### src/rtl/scs8hd_mux2_arb.sv
// ============================================================================
// scs8hd_mux2_arb
// ----------------------------------------------------------------------------
// Purpose:
//   Registered two-source round-robin arbiter that drives the select S of a
//   downstream scs8hd_mux2_* cell. Each source gets grant bursts (one beat per
//   cycle in which it holds the grant and requests). Between back-to-back
//   owners the arbiter can insert GAP dead cycles, so the mux output is never
//   consumed while its select is settling.
//
// Parameters:
//   BURST_MAX  beats per grant before a forced hand-over while the other
//              source is waiting (1..255)
//   GAP        dead cycles between back-to-back owners (0..15)
//
// Ports:
//   CLK     in   clock, rising-edge active
//   RESETB  in   synchronous active-low reset
//   REQ0    in   source 0 (mux A0) request / beat available
//   REQ1    in   source 1 (mux A1) request / beat available
//   LAST0   in   source-0 beat is the last of its burst (qualified by beat)
//   LAST1   in   source-1 beat is the last of its burst (qualified by beat)
//   GNT0    out  source 0 owns the mux (registered)
//   GNT1    out  source 1 owns the mux (registered)
//   S       out  mux select, 0 = A0, 1 = A1 (registered)
//   VLD     out  mux output carries a valid beat this cycle (combinational)
//   BUSY    out  arbiter is not idle (registered)
// ============================================================================
module scs8hd_mux2_arb #(
    parameter int BURST_MAX = 8,
    parameter int GAP       = 1
) (
    input  logic CLK,
    input  logic RESETB,
    input  logic REQ0,
    input  logic REQ1,
    input  logic LAST0,
    input  logic LAST1,
    output logic GNT0,
    output logic GNT1,
    output logic S,
    output logic VLD,
    output logic BUSY
);

    // ------------------------------------------------------------------------
    // Constants
    // ------------------------------------------------------------------------
    localparam int              BW     = $clog2(BURST_MAX + 1);
    localparam logic [BW-1:0]   BMAX   = BW'(BURST_MAX);
    localparam logic [3:0]      GAP_LD = 4'(GAP);

    typedef enum logic [1:0] {
        ST_IDLE = 2'd0,
        ST_OWN0 = 2'd1,
        ST_OWN1 = 2'd2,
        ST_GAPW = 2'd3
    } state_t;

    // ------------------------------------------------------------------------
    // Registers
    // ------------------------------------------------------------------------
    state_t          r_state;
    logic [BW-1:0]   r_bcnt;
    logic [3:0]      r_gcnt;
    logic            r_last_owner;
    logic            r_gnt0;
    logic            r_gnt1;
    logic            r_s;
    logic            r_busy;

    // ------------------------------------------------------------------------
    // Next-state / combinational wires
    // ------------------------------------------------------------------------
    state_t          w_state_next;
    logic [BW-1:0]   w_bcnt_next;
    logic [3:0]      w_gcnt_next;
    logic            w_last_owner_next;
    logic            w_gnt0_next;
    logic            w_gnt1_next;
    logic            w_s_next;
    logic            w_busy_next;

    logic [1:0]      w_req;
    logic [1:0]      w_last;
    logic [1:0]      w_gnt;
    logic [1:0]      w_beat;

    logic            w_own;        // current owner index x while in an OWN state
    logic            w_req_x;
    logic            w_req_y;
    logic            w_last_x;
    logic            w_beat_x;
    logic [BW-1:0]   w_bcnt_inc;
    logic            w_at_max;
    logic            w_burst_end;
    logic            w_winner;
    logic            w_gap_src;    // source waiting for the mux while in GAPW
    logic            w_gap_done;

    // Per-source vectors so the owner's signals can be picked by index.
    assign w_req  = {REQ1,  REQ0};
    assign w_last = {LAST1, LAST0};
    assign w_gnt  = {r_gnt1, r_gnt0};

    generate
        for (genvar gi = 0; gi < 2; gi++) begin : g_beat
            assign w_beat[gi] = w_gnt[gi] & w_req[gi];
        end
    endgenerate

    assign w_own      = (r_state == ST_OWN1);
    assign w_req_x    = w_req[w_own];
    assign w_req_y    = w_req[~w_own];
    assign w_last_x   = w_last[w_own];
    assign w_beat_x   = w_beat[w_own];
    assign w_bcnt_inc = r_bcnt + 1'b1;
    assign w_at_max   = w_beat_x && (w_bcnt_inc == BMAX);

    // The source that did not own the last burst is the one waiting in GAPW.
    assign w_gap_src  = ~r_last_owner;
    // A count of 0 is treated like 1 so a stray value can never stall GAPW.
    assign w_gap_done = (r_gcnt <= 4'd1);

    // ------------------------------------------------------------------------
    // Process 1: state register (all state, including registered outputs)
    // ------------------------------------------------------------------------
    always_ff @(posedge CLK) begin
        if (!RESETB) begin
            r_state      <= ST_IDLE;
            r_bcnt       <= '0;
            r_gcnt       <= '0;
            r_last_owner <= 1'b1;   // so source 0 wins the first tie
            r_gnt0       <= 1'b0;
            r_gnt1       <= 1'b0;
            r_s          <= 1'b0;
            r_busy       <= 1'b0;
        end else begin
            r_state      <= w_state_next;
            r_bcnt       <= w_bcnt_next;
            r_gcnt       <= w_gcnt_next;
            r_last_owner <= w_last_owner_next;
            r_gnt0       <= w_gnt0_next;
            r_gnt1       <= w_gnt1_next;
            r_s          <= w_s_next;
            r_busy       <= w_busy_next;
        end
    end

    // ------------------------------------------------------------------------
    // Process 2: next-state and counter logic
    // ------------------------------------------------------------------------
    always_comb begin
        w_state_next      = r_state;
        w_bcnt_next       = r_bcnt;
        w_gcnt_next       = r_gcnt;
        w_last_owner_next = r_last_owner;
        w_burst_end       = 1'b0;
        w_winner          = 1'b0;

        case (r_state)
            ST_IDLE: begin
                // Tie goes to whichever source did not own the last burst.
                if (REQ0 && REQ1) begin
                    w_winner = ~r_last_owner;
                end else begin
                    w_winner = REQ1;
                end
                if (REQ0 || REQ1) begin
                    w_state_next = w_winner ? ST_OWN1 : ST_OWN0;
                    w_bcnt_next  = '0;
                end
            end

            ST_OWN0, ST_OWN1: begin
                if (!w_req_x) begin
                    // Owner withdrew: release without a beat.
                    w_burst_end = 1'b1;
                end else if (w_last_x || (w_at_max && w_req_y)) begin
                    // LAST and the limit on the same beat are one burst end.
                    w_burst_end = 1'b1;
                end else if (w_at_max) begin
                    // Nobody else waiting: start a fresh burst window.
                    w_bcnt_next = '0;
                end else begin
                    w_bcnt_next = w_bcnt_inc;
                end

                if (w_burst_end) begin
                    w_last_owner_next = w_own;
                    w_bcnt_next       = '0;
                    if (w_req_y) begin
                        if (GAP > 0) begin
                            w_state_next = ST_GAPW;
                            w_gcnt_next  = GAP_LD;
                        end else begin
                            // Zero gap: grant and select swap on this edge.
                            w_state_next = w_own ? ST_OWN0 : ST_OWN1;
                        end
                    end else begin
                        w_state_next = ST_IDLE;
                    end
                end
            end

            ST_GAPW: begin
                // Requests are only looked at when the gap expires.
                if (w_gap_done) begin
                    w_gcnt_next = '0;
                    if (w_req[w_gap_src]) begin
                        w_state_next = w_gap_src ? ST_OWN1 : ST_OWN0;
                        w_bcnt_next  = '0;
                    end else begin
                        w_state_next = ST_IDLE;
                    end
                end else begin
                    w_gcnt_next = r_gcnt - 4'd1;
                end
            end

            default: begin
                w_state_next = ST_IDLE;
            end
        endcase
    end

    // ------------------------------------------------------------------------
    // Process 3: output logic
    // Registered outputs are decoded from the next state; S only moves when
    // an OWN state is entered, so it holds through GAPW and IDLE.
    // ------------------------------------------------------------------------
    always_comb begin
        w_gnt0_next = (w_state_next == ST_OWN0);
        w_gnt1_next = (w_state_next == ST_OWN1);
        w_busy_next = (w_state_next != ST_IDLE);
        w_s_next    = r_s;
        if (w_state_next == ST_OWN0) begin
            w_s_next = 1'b0;
        end else if (w_state_next == ST_OWN1) begin
            w_s_next = 1'b1;
        end
        VLD = |w_beat;
    end

    assign GNT0 = r_gnt0;
    assign GNT1 = r_gnt1;
    assign S    = r_s;
    assign BUSY = r_busy;

endmodule

### config.mk
export PLATFORM = sky130hd
export DESIGN_NAME = scs8hd_mux2_arb
export DESIGN_NICKNAME = d
export VERILOG_FILES = /design/src/rtl/scs8hd_mux2_arb.sv
export SDC_FILE = /design/constraint.sdc
export NUM_CORES = 1
export LEC_CHECK = 0
export ABC_AREA = 1
export ABC_CLOCK_PERIOD_IN_PS = 2100
export BUFFER_PORTS_ARGS = -buffer_cell sky130_fd_sc_hd__buf_4
export CORE_ASPECT_RATIO = 0.9
export CORE_MARGIN = 1
export CORE_UTILIZATION = 45
export DETAILED_ROUTE_END_ITERATION = 16
export HOLD_SLACK_MARGIN = 0.02
export SLEW_MARGIN = 30
export SYNTH_ARGS = -nofsm -noshare
export SYNTH_HDL_FRONTEND = slang
export SYNTH_SLANG_ARGS = --single-unit
### constraint.sdc
create_clock -name CLK -period 2.1 [get_ports CLK]
set_input_delay 0.42 -clock CLK [delete_from_list [all_inputs] [get_ports CLK]]
set_output_delay 0.42 -clock CLK [all_outputs]
set_load 0.01 [all_outputs]
; ---- Word-level counts from Yosys, hierarchy flattened
; Index checks and enable logic that the tools add are counted.
; W data, S select, Z words.
[totals]
ff_bits = 15
out_inout_bits = 5
[op_classes]
eq_ne = 13
add_sub_neg = 2
order_cmp = 4
bitwise_logic = 5
reduce_logical = 14
n_mux = 35
[op_table]
columns = op, n
row1 = $mux W4, 10
row2 = $mux W1, 15
row3 = $mux W2, 7
row4 = $pmux W4 S3, 1
row5 = $ne A2 B2 Y1 const B, 5
row6 = $pmux W4 S2, 1
row7 = $eq A2 B2 Y1 const B, 3
row8 = $lt A1 B2 Y1 const B, 3
row9 = $ne A3 B3 Y1 const B, 2
row10 = $pmux W2 S3, 1
row11 = $reduce_or A2 Y1, 3
row12 = $reduce_and A5 Y1, 1
row13 = $add A4 B1 Y4 const B, 1
row14 = $eq A2 B1 Y1 const B, 2
row15 = $eq A4 B4 Y1 const B, 1
row16 = $le A4 B1 Y1 const B, 1
row17 = $reduce_bool A2 Y1, 2
row18 = $sub A4 B1 Y4 const B, 1
row19 = $logic_and A1 B1 Y1, 3
row20 = $not A1 Y1, 3
row21 = $reduce_and A3 Y1, 1
row22 = $and A1 B1 Y1, 2
row23 = $logic_not A2 Y1, 1
row24 = $logic_or A1 B1 Y1, 2
row25 = $reduce_and A2 Y1, 1

; ---- Depth between registers and ports, before layout
[depth]
ltp_word = 13
ltp_mapped = 15
ltp_nobuf = 15

; ---- Least setup slack after synthesis
; No wires, ideal clock.
[synth_path]
path_kind = register to register
start = register r_state[0]
end = register r_gcnt[1]
slack_ns = 0.385
t_arrival_ns = 1.597
setup_time_ns = 0.119
stages_incl_launch_ff = 16
n_path_buf = 0
t_required_ns = 1.981
path_cell_list = dfxtp_1 > inv_1 > ha_1 > inv_1 > nand2_1 > nand2_1 > nor2_2 > nand3_2 > nand2_2 > inv_2 > nor2_4 > nand2_2 > nand2_4 > o21ai_1 > o21ai_1 > nor2_1
[synth_via]
elab_chain_cells = 11
word_cells_on_any_way = 23
classes_between = eq/ne (5) / mux (12) / reduce/logical (6)
[synth_rtl]
columns = element, line_no
row1 = start: declaration, 63  ; state_t r_state;
row2 = start signal: assignment, 139  ; r_state <= w_state_next;
row3 = $eq A2 B2 Y1 (*), 112  ; assign w_own = (r_state == ST_OWN1);
row4 = net w_own, 89  ; logic w_own;
row5 = $mux W1 (implied by the code) (2 in a row), 116  ; assign w_beat_x = w_beat[w_own];
row6 = $logic_and A1 B1 Y1, 118  ; assign w_at_max = w_beat_x && (w_bcnt_inc == BMAX);
row7 = $logic_and A1 B1 Y1, 179  ; end else if (w_last_x || (w_at_max && w_req_y)) begin
row8 = $logic_or A1 B1 Y1, 179
row9 = $mux W1, 179
row10 = $mux W1, 176  ; if (!w_req_x) begin
row11 = $mux W1, 161  ; case (r_state)
row12 = $ne A2 B2 Y1 (no source line), --
row13 = $reduce_and A3 Y1 (no source line), --
row14 = end signal: assignment, 141  ; r_gcnt <= w_gcnt_next;
row15 = end: declaration, 65  ; logic [3:0] r_gcnt;
; Mark *: on every way through the listed nets, which the timed path passes. The rest lies on a longest branch. The select of a mux whose other input is x is not followed.
; A chain may end at the register's enable or synchronous reset.

; ---- Worst setup path after layout
; Same ends and word-level chain as after synthesis.

==> metrics.md <==
| Metric | Value |
|---|---|
| Root Buffer | `clkbuf_4` |
| Worst Hold Launch | `RESETB` |
| Fraction of layout cells with a size suffix above 1 | `18.06%` |
| TNS Setup | `0 ns` |
| Critical path's top delay family | `simple AND/OR/NAND/NOR gates` |
| Core area | `1971 um2` |
| Synthesis Warnings | `0` |
| Worst Path Arrival | `2.03 ns` |
| Routed vias | `904` |
| Top cell type's share of synthesized area | `31.05%` |
| Clk sinks | `15` |
| Worst VDD drop | `0.6942 mV` |
| Drt wl/cell | `10.95 um` |
| Syn nets | `155` |
| Fin. Hold Viols | `0` |
| CTS Buf Count | `3` |
| H-tree depth | `1` |
| R2R cell count | `15` |
| Syn_area_per_cell | `6.859 um2` |
| Crit path cell chain | `inv_1, ha_2, inv_1, nand2_1, nand2_1, nor2_2, nand3_2, nand2_2, inv_2, nor2_4, nand2_2, nand2_4, o21ai_1, o21ai_1, nor2_1` |
| Placed Area | `1074 um2` |
| Final Wtd Congestion | `0.8752` |
| Nets | `170` |
| Max Fclk | `542.0 MHz` |
| Area grow syn2layout | `13.97%` |
| R2r endpoint | `r_gcnt[1]` |
| Sw frac | `45.94%` |
| IO Pins | `11` |
| Status | `complete, no violations` |
| CTS clock-pin slew for the worst setup and hold paths | `0.10 ns` |
| CP bufs+invs | `3` |
| Worst Hold Depth | `2` |
| Most common cell in the netlist | `nand2_1` |
| Critical path type | `register to register` |
| Worst EP required | `2.29 ns` |
| First-pass GRT wire length | `3360 um` |
| EDFF count, synth | `0` |
| Minimum clock period | `1.845 ns` |
| Flop-to-flop setup slack | `0.26 ns` |
| Clock group share of total power | `12.7%` |
| R2R Path Start | `r_state[0]` |
| Number of global-route vias before repair | `779` |
| Syn Inst Count | `141` |
| Slew @ Worst Pin | `0.2717 ns` |
| Detailed placement HPWL | `1526 um` |
| Clock buffer depth | `2` |
| Post-synthesis register bit count | `15` |
| Routed Antenna Nets | `0` |
| Global Route Usage Sum | `20.44%` |
| Clock Latency Late Sink | `0.29 ns` |
| Die width | `50.87 um` |
| Critical path's slowest cell | `dfxtp_1` |
| Critical Path Sink Type | `register` |
| Overflow after GRT | `0` |
| Worst min path class | `input port to register` |
| RSZ-0062 raised after global routing | `false` |
| Most frequent cells after synthesis | `37 x nand2_1, 17 x inv_1, 15 x dfxtp_1, 13 x nand3_1, 10 x nor2_1` |
| Drt initial violations | `19` |
| Synth Cell Area | `967.2 um2` |
| Period utilization | `87.86%` |
| Via-per-instance ratio | `5.022` |
| Post-synth cell types | `24` |
| CP startpoint kind | `register` |
| Largest net degree at the start of global routing | `9` |
| Routed WL | `1971 um` |
| Crit Path Max Fanout | `6` |
| Slowest stage delay, CP | `0.34 ns` |
| Initial Util | `49.08%` |
| Pleak | `0.0005027 uW` |
| Pwr dens | `1211 nW/um2` |
| Reg power frac | `32.5%` |
| # DRC | `0` |
| Main synth FF type | `dfxtp_1` |
| Asr flop ratio synth | `0%` |
| Setup Viol. Count Final | `0` |
| Layout Skew | `0.009972 ns` |
| First-pass DRT Iterations | `4` |
| DIE HEIGHT | `45.98 um` |
| Row count | `15` |
| Final Instance Area | `1102 um2` |
| Combinational share of power | `54.9%` |
| Max-cap violations | `0` |
| Antenna diode count | `0` |
| Sequential element share of the synthesized area | `31.05%` |
| Relative slew slack | `81.88%` |
| Port Buffers | `10` |
| Synth area leaders | `dfxtp_1 31%, nand2_1 14%, ha_1 10%, nand3_1 6.7%, inv_1 6.6%` |
| CTS tree | `built` |
| Initial antenna violation count | `0` |
| Area leader, netlist | `dfxtp_1` |
| Int Pwr | `721.6 uW` |
| Die Area | `2339 um2` |
| Switching pwr | `613.2 uW` |
| Final Max Slew Viols | `0` |
| Hold Crit Endpoint | `r_last_owner` |
what timing repair did:
item,CTS,global route
resized for setup,0,1
endpoints found under the hold margin,0,0
setup endpoints to repair,0,1
buffers inserted,0,0
hold buffers,0,0
registers in the layout, indices dropped and copies added (netlist names):
name,cells
r_bcnt,4
r_gcnt,4
r_state,2
BUSY,1
GNT0,1
GNT1,1
S,1
r_last_owner,1
worst reg2reg max path, stage by stage (launching register included):
cell	delay, ns
dfxtp_1	0.34
inv_1	0.13
ha_2	0.25
inv_1	0.07
nand2_1	0.06
nand2_1	0.06
nor2_2	0.13
nand3_2	0.11
nand2_2	0.08
inv_2	0.06
nor2_4	0.09
nand2_2	0.09
nand2_4	0.10
o21ai_1	0.07
o21ai_1	0.07
nor2_1	0.04
cells in the final DEF, fill, tap and decap left out, drive strengths merged:
master	count
a21oi	10
buf	10
clkbuf	4
dfxtp	15
ha	8
inv	20
nand2	40
nand3	15
nand4	2
nor2	12
nor3	2
nor3b	1
o211ai	2
o21ai	11
o22ai	1
or2	1
xnor2	1
through the flow:
stage	cells	hold slack (ns)	total power, uW	utilization (%)	setup WS, ns
2_1_floorplan	141	0.4497	980.3	-	0.3847
3_3_place_gp	176	0.4655	1164	54.48	0.2622
3_5_place_dp	176	0.4680	1166	54.48	0.2070
4_1_cts	180	0.3754	1339	55.81	0.1958
5_1_grt	180	0.3759	1475	55.94	0.03728
6_report	180	0.3820	1335	55.94	0.2550
per-layer routing:
metal / track usage [%] / part of all wire [%] / routed length, um / vias to the layer above
met3: 7.000 / 5.8 / 114 / 5
met4: 8.333 / 1.5 / 29 / 0
met1: 26.43 / 48 / 948 / 391
met2: 31.20 / 45 / 879 / 22
li1: - / - / - / 486
met5: 0 / 0 / 0 / -
power groups by stage:
stage	registers, uW	clock network [uW]	logic, uW
after detailed placement	437	0	729
after global routing	447	189	839
after global placement	441	0	723
after CTS	433	174	732
after floorplan	441	0	539
final	433	169	732
worst max-delay path by stage:
stage / endpoint / depth (start not counted) / slack (ns) / from
final: r_gcnt[1] / 15 / 0.26 / r_state[0]
after global routing: r_gcnt[1] / 15 / 0.04 / r_state[0]
after CTS: r_gcnt[1] / 15 / 0.20 / r_state[0]
after detailed placement: r_gcnt[1] / 15 / 0.21 / r_state[0]
after global placement: r_gcnt[1] / 15 / 0.26 / r_state[0]
after floorplan: r_gcnt[1] / 15 / 0.38 / r_state[0]
area by class of cell:
type                    count  area (um2)
repair buffers             10       75.07
fillers                   204       868.3
inverters                  20       75.07
multi-input cells         106       594.3
well taps                  25       31.28
clock buffers               4       26.28
flip-flops and latches     15       300.3
cell families (layout without fill, tap and decap cells):
| family | after synthesis | after routing | share of synthesized area, % |
|---|---|---|---|
| and+or+nand+nor | 73 | 73 | 35.06 |
| AOI/OAI and AO/OA | 24 | 24 | 14.88 |
| buffers and inverters | 20 | 34 | 7.762 |
| DFF | 15 | 15 | 31.05 |
| adders and majority gates | 8 | 8 | 10.35 |
| xor gates and xnor gates | 1 | 1 | 0.9057 |
No activity file was read; power rests on OpenSTA's default activity.
